<file path="config.mk">
export PLATFORM = sky130hd
export DESIGN_NAME = irda_ctrl_regbank
export DESIGN_NICKNAME = d
export VERILOG_FILES = /design/src/rtl/irda_ctrl_regbank.sv
export SDC_FILE = /design/constraint.sdc
export NUM_CORES = 1
export LEC_CHECK = 0
export BUFFER_PORTS_ARGS = -buffer_cell sky130_fd_sc_hd__buf_2
export CELL_PAD_IN_SITES_DETAIL_PLACEMENT = 1
export CELL_PAD_IN_SITES_GLOBAL_PLACEMENT = 2
export CORE_ASPECT_RATIO = 2
export CORE_MARGIN = 10
export CORE_UTILIZATION = 34
export CTS_CLUSTER_DIAMETER = 40
export DETAILED_ROUTE_END_ITERATION = 8
export MAX_ROUTING_LAYER = met4
export PLACE_DENSITY = 0.86
export SLEW_MARGIN = 20
export SYNTH_ARGS = -nofsm -noshare
export SYNTH_HDL_FRONTEND = slang
export SYNTH_SLANG_ARGS = --single-unit
</file>
<file path="constraint.sdc">
create_clock -name wb_clk_i -period 3.75 [get_ports wb_clk_i]
set_input_delay 0.1875 -clock wb_clk_i [delete_from_list [all_inputs] [get_ports wb_clk_i]]
set_output_delay 0.1875 -clock wb_clk_i [all_outputs]
set_load 0.005 [all_outputs]
</file>
<file path="src/rtl/irda_ctrl_regbank.sv">
// Wishbone control-register bank for the IrDA core; master writes are staged and applied while the link is idle.
// Latency: ack and read data one cycle after the request; Wishbone slave never stalls beyond the one-cycle ack.
// Build option: define IRDA_REGBANK_LOCK_EN to add the write-lock and sticky write-error status bits.
module irda_ctrl_regbank #(
    parameter int              DW      = 8,
    parameter int              NREG    = 4,
    parameter int              AW      = 4,
    parameter logic [DW-1:0]   MST_RST = '0
) (
    input  logic               wb_clk_i,
    input  logic               wb_rst_i,
    input  logic [AW-1:0]      wb_adr_i,
    input  logic [DW-1:0]      wb_dat_i,
    output logic [DW-1:0]      wb_dat_o,
    input  logic               wb_we_i,
    input  logic               wb_stb_i,
    input  logic               wb_cyc_i,
    output logic               wb_ack_o,
    input  logic               link_idle_i,
    output logic [NREG*DW-1:0] ctrl_o,
    output logic               fast_mode,
    output logic               mir_mode,
    output logic               mir_half,
    output logic               fir_mode,
    output logic               tx_select,
    output logic               loopback_enable,
    output logic               use_dma,
    output logic               upd_pending_o,
    output logic               upd_done_o
);

    typedef enum logic {ST_IDLE, ST_PEND} state_t;

    state_t                  state_q, state_d;
    logic [DW-1:0]           shadow_q, shadow_d;
    logic [DW-1:0]           active_q, active_d;
    logic [NREG-1:1][DW-1:0] creg_q, creg_d;
    logic                    ack_q, ack_d;
    logic [DW-1:0]           dat_q, dat_d;
    logic                    done_q, done_d;

    logic          req, wr, mst_wr;
    logic          adr_mst, adr_sts, adr_ctl;
    logic          lock_st, wr_err_st;
    logic [DW-1:0] status, rd_val;

    always_comb begin
        req     = wb_cyc_i & wb_stb_i & ~ack_q;
        wr      = req & wb_we_i;
        adr_mst = (wb_adr_i == '0);
        adr_sts = (wb_adr_i == AW'(NREG));
        adr_ctl = !adr_mst && (wb_adr_i < AW'(NREG));
        mst_wr  = wr & adr_mst & ~lock_st;
        status  = {{(DW-3){1'b0}}, wr_err_st, lock_st, (state_q == ST_PEND)};
    end

    // Read mux samples pre-edge state, so a master read returns the value currently driving the PHY.
    always_comb begin
        rd_val = '0;
        if (adr_mst) begin
            rd_val = active_q;
        end else if (adr_sts) begin
            rd_val = status;
        end else begin
            for (int i = 1; i < NREG; i++) begin
                if (wb_adr_i == AW'(i)) rd_val = creg_q[i];
            end
        end
    end

    always_comb begin
        state_d  = state_q;
        shadow_d = shadow_q;
        active_d = active_q;
        creg_d   = creg_q;
        done_d   = 1'b0;
        ack_d    = req;
        dat_d    = req ? rd_val : dat_q;
        case (state_q)
            ST_IDLE: if (mst_wr) state_d = ST_PEND;
            ST_PEND: begin
                // A fresh master write holds off the apply so the newest value is what lands.
                if (!mst_wr && link_idle_i) begin
                    active_d = shadow_q;
                    done_d   = 1'b1;
                    state_d  = ST_IDLE;
                end
            end
            default: state_d = ST_IDLE;
        endcase
        if (mst_wr) shadow_d = wb_dat_i;
        for (int i = 1; i < NREG; i++) begin
            if (wr && !lock_st && wb_adr_i == AW'(i)) creg_d[i] = wb_dat_i;
        end
    end

    always_ff @(posedge wb_clk_i) begin
        if (wb_rst_i) begin
            state_q  <= ST_IDLE;
            shadow_q <= MST_RST;
            active_q <= MST_RST;
            creg_q   <= '0;
            ack_q    <= 1'b0;
            dat_q    <= '0;
            done_q   <= 1'b0;
        end else begin
            state_q  <= state_d;
            shadow_q <= shadow_d;
            active_q <= active_d;
            creg_q   <= creg_d;
            ack_q    <= ack_d;
            dat_q    <= dat_d;
            done_q   <= done_d;
        end
    end

`ifdef IRDA_REGBANK_LOCK_EN
    logic lock_q, lock_d, wr_err_q, wr_err_d;

    always_comb begin
        lock_d   = lock_q;
        wr_err_d = wr_err_q;
        if (wr && adr_sts) begin
            lock_d = wb_dat_i[1];
            if (!wb_dat_i[1]) wr_err_d = 1'b0;
        end else if (wr && lock_q && (adr_mst || adr_ctl)) begin
            wr_err_d = 1'b1;
        end
    end

    always_ff @(posedge wb_clk_i) begin
        if (wb_rst_i) begin
            lock_q   <= 1'b0;
            wr_err_q <= 1'b0;
        end else begin
            lock_q   <= lock_d;
            wr_err_q <= wr_err_d;
        end
    end

    assign lock_st   = lock_q;
    assign wr_err_st = wr_err_q;
`else
    assign lock_st   = 1'b0;
    assign wr_err_st = 1'b0;
`endif

    assign wb_ack_o        = ack_q;
    assign wb_dat_o        = dat_q;
    assign ctrl_o          = {creg_q, active_q};
    assign fast_mode       = (active_q[6:5] != 2'b00);
    assign mir_mode        = active_q[4];
    assign mir_half        = (active_q[6:5] == 2'b10);
    assign fir_mode        = (active_q[6:5] == 2'b01);
    assign tx_select       = active_q[1];
    assign loopback_enable = active_q[2];
    assign use_dma         = active_q[7];
    assign upd_pending_o   = (state_q == ST_PEND);
    assign upd_done_o      = done_q;

endmodule

</file>
==> flow_summary.ini <==
[synthesis]
synthesis.area_per_instance_um2 = 9.87
ys_warn_count = 0
postSynthCellCount = 249
yosysSeqAreaShare_pct = 41.5
synth_cell_types = 33
syn_nets = 267
ys_seq_elements = 51
syn-cell-area_um2 = 2460

[die]
rows = 43
fp.coreArea_um2 = 6990
die_h_um = 140
start_util_pct = 35.1
die_w_um = 80.1
dieArea_um2 = 11200
ios = 68

[clock_network]
clock_path_buffers = 2
clk_pin_slew_ns = 0.07
cts.sink_count = 51
cts_setup_buffers = 0
insertion_delay_ns = 0.29
cts_tree = built
clock-root-buffer = clkbuf_16
cts_hold_buffers = 0
ctsResizeCount = 0
htree_levels = 2
cts_buffers = 5

[timing]
hold_violations = 0
timing.final.crit_period_ns = 2.06
final.setup_skew_ns = 0.00594
maxSlewHeadroom_pct = 32.3
final_max_slew_viol_count = 0
fin_worst_hold_slack_ns = 0.168
setup_viol = 0
finalCritPeriodShare_pct = 55.0
tns_ns = 0
grt_setup_unrepaired = false
clock.fmax_mhz = 485
worstMarginPinSlew_ns = 1.01

[final_layout]
final_nets = 318
mostFrequentLayoutCells = buf_2, dfxtp_1, nand2b_1
n_fill_cell = 854
mostFrequentLayoutCell = buf_2
syn_to_final_growth_pct = 17.0
fin_area_um2 = 2880
instances_no_fill = 391
insertedDiodeCount = 0
drive_gt1_share_pct = 26.9

[place]
dp_cells = 383
gp_congestion = 0.747
dp_hpwl_mm = 5.56
dpl-instance-area_um2 = 2740
port_buffers = 67

[setup_path]
required_ns = 3.96
cp.arrival_ns = 2.27
slowest_stage = and3b_1
path_max_fanout = 20
crit_chain = and3b_1 -> and4_1 -> mux2i_1
startpoint_type = flop
crit_path_end_kind = flop
cpPeakStageDelay_ns = 0.71
path_class = flop to flop

[pwr]
p_per_area_nw_per_um2 = 377
max-vdd-ir-drop_v = 0.000173
p_leak_nw = 1.28

[run]
maxCapViolCount = 0

[global_routing]
antenna_found_initial = 0
grtUsageTotal_pct = 13.1
first_global_vias = 2077
grt_max_degree = 68
grt_pass1_wl_mm = 11.3
grt-ovfl-total = 0

[routing]
drtPass1Iterations = 4
wl_met1_mm = 2.86
drcViolationCount = 0
routed_wire_length_per_instance_um = 18.2
drt_iter0_markers = 118
vias_per_cell = 5.07
vias = 1981
top_layer = met4
drt_wl_total_mm = 7.10
antenna_left = 0
wl_met2_mm = 3.88
wl_met3_um = 270

[status]
status = completed

[worst_hold_path]
min_path_type = primary input to flop
-- cells by family after synthesis --
| logic type | share of synthesized area [%] |
|---|---|
| buf+inv | 6.82 |
| flops | 41.5 |
| mux | 13.4 |
| compound gates | 12.6 |
| simple gates | 25.6 |
-- area by class of cell --
type	instances	area [um^2]	share of cell area, %
Multi-Input combinational cell	175	1270	44.1
Sequential cell	51	1020	35.5
Timing Repair Buffer	67	335	11.7
Clock buffer	7	133	4.61
Tap cell	90	113	3.92
Clock inverter	1	5.00	0.174
-- layer usage --
| metal | up-vias | global-route usage [%] |
|---|---|---|
| li1 | 973 | - |
| met1 | 964 | 13.4 |
| met3 | 6 | 3.27 |
| met2 | 38 | 23.6 |
| met5 | - | - |
| met4 | 0 | 3.64 |
-- sequential cells by signal, indices dropped and copies added (netlist names) --
signal / count
upd_pending_o: 1
active_q: 8
upd_done_o: 1
shadow_q: 8
wb_dat_o: 8
ctrl_o: 24
wb_ack_o: 1
-- metrics by stage --
step | utilization (%) | total power, mW | setup WS (ns)
after global routing | 41.1 | 1.12 | 1.55
after floorplan | - | 0.625 | 2.49
after CTS | 41.1 | 1.09 | 1.64
final | 41.1 | 1.08 | 1.69
after global placement | 39.1 | 0.650 | 1.75
after detailed placement | 39.1 | 0.652 | 1.66
-- cell usage after synthesis (all sizes together) --
library cell | n | area (um^2)
and4 | 1 | 8.76
and3b | 1 | 8.76
nand2b | 48 | 300
nand3 | 8 | 40.0
a21oi | 10 | 61.3
and2 | 1 | 6.26
and4b | 1 | 10.0
mux2i | 33 | 330
or4 | 2 | 15.0
nor2 | 10 | 37.5
o21ai | 8 | 40.0
a311oi | 8 | 76.3
buf | 12 | 82.6
clkbuf | 11 | 85.1
nand3b | 8 | 60.1
nand4b | 1 | 8.76
nor2b | 7 | 43.8
o2111ai | 8 | 70.1
nand2 | 8 | 37.5
a21o | 8 | 61.3
nor4 | 1 | 21.3
or2 | 1 | 6.26
dfxtp | 51 | 1020
nand4 | 2 | 25.0
-- worst paths after layout --
| check | depth (start not counted) | to | startpoint | slack (ns) |
|---|---|---|---|---|
| max | 3 | ctrl_o[28]$_SDFFE_PP0P_ | wb_ack_o$_SDFF_PP0_ | 1.69 |
| min reg2reg | 2 | active_q[2]$_SDFFE_PP0P_ | shadow_q[2]$_SDFFE_PP0P_ | 0.48 |
| max reg2reg | 3 | ctrl_o[28]$_SDFFE_PP0P_ | wb_ack_o$_SDFF_PP0_ | 1.69 |
| min | 3 | shadow_q[4]$_SDFFE_PP0P_ | wb_dat_i[4] | 0.17 |
-- power breakdown --
part / switching, mW / total [mW] / internal, mW
clock: 0.197 / 0.445 / 0.247
sequential: 0.00477 / 0.553 / 0.549
combinational: 0.0508 / 0.0847 / 0.0338
-- worst max-delay path, delay by kind of cell (launching register included) --
family | cells | cell delay [ns]
muxes | 1 | 0.26
DFF | 1 | 0.33
and+or+nand+nor | 2 | 1.39
No activity file was read; power rests on OpenSTA's default activity.
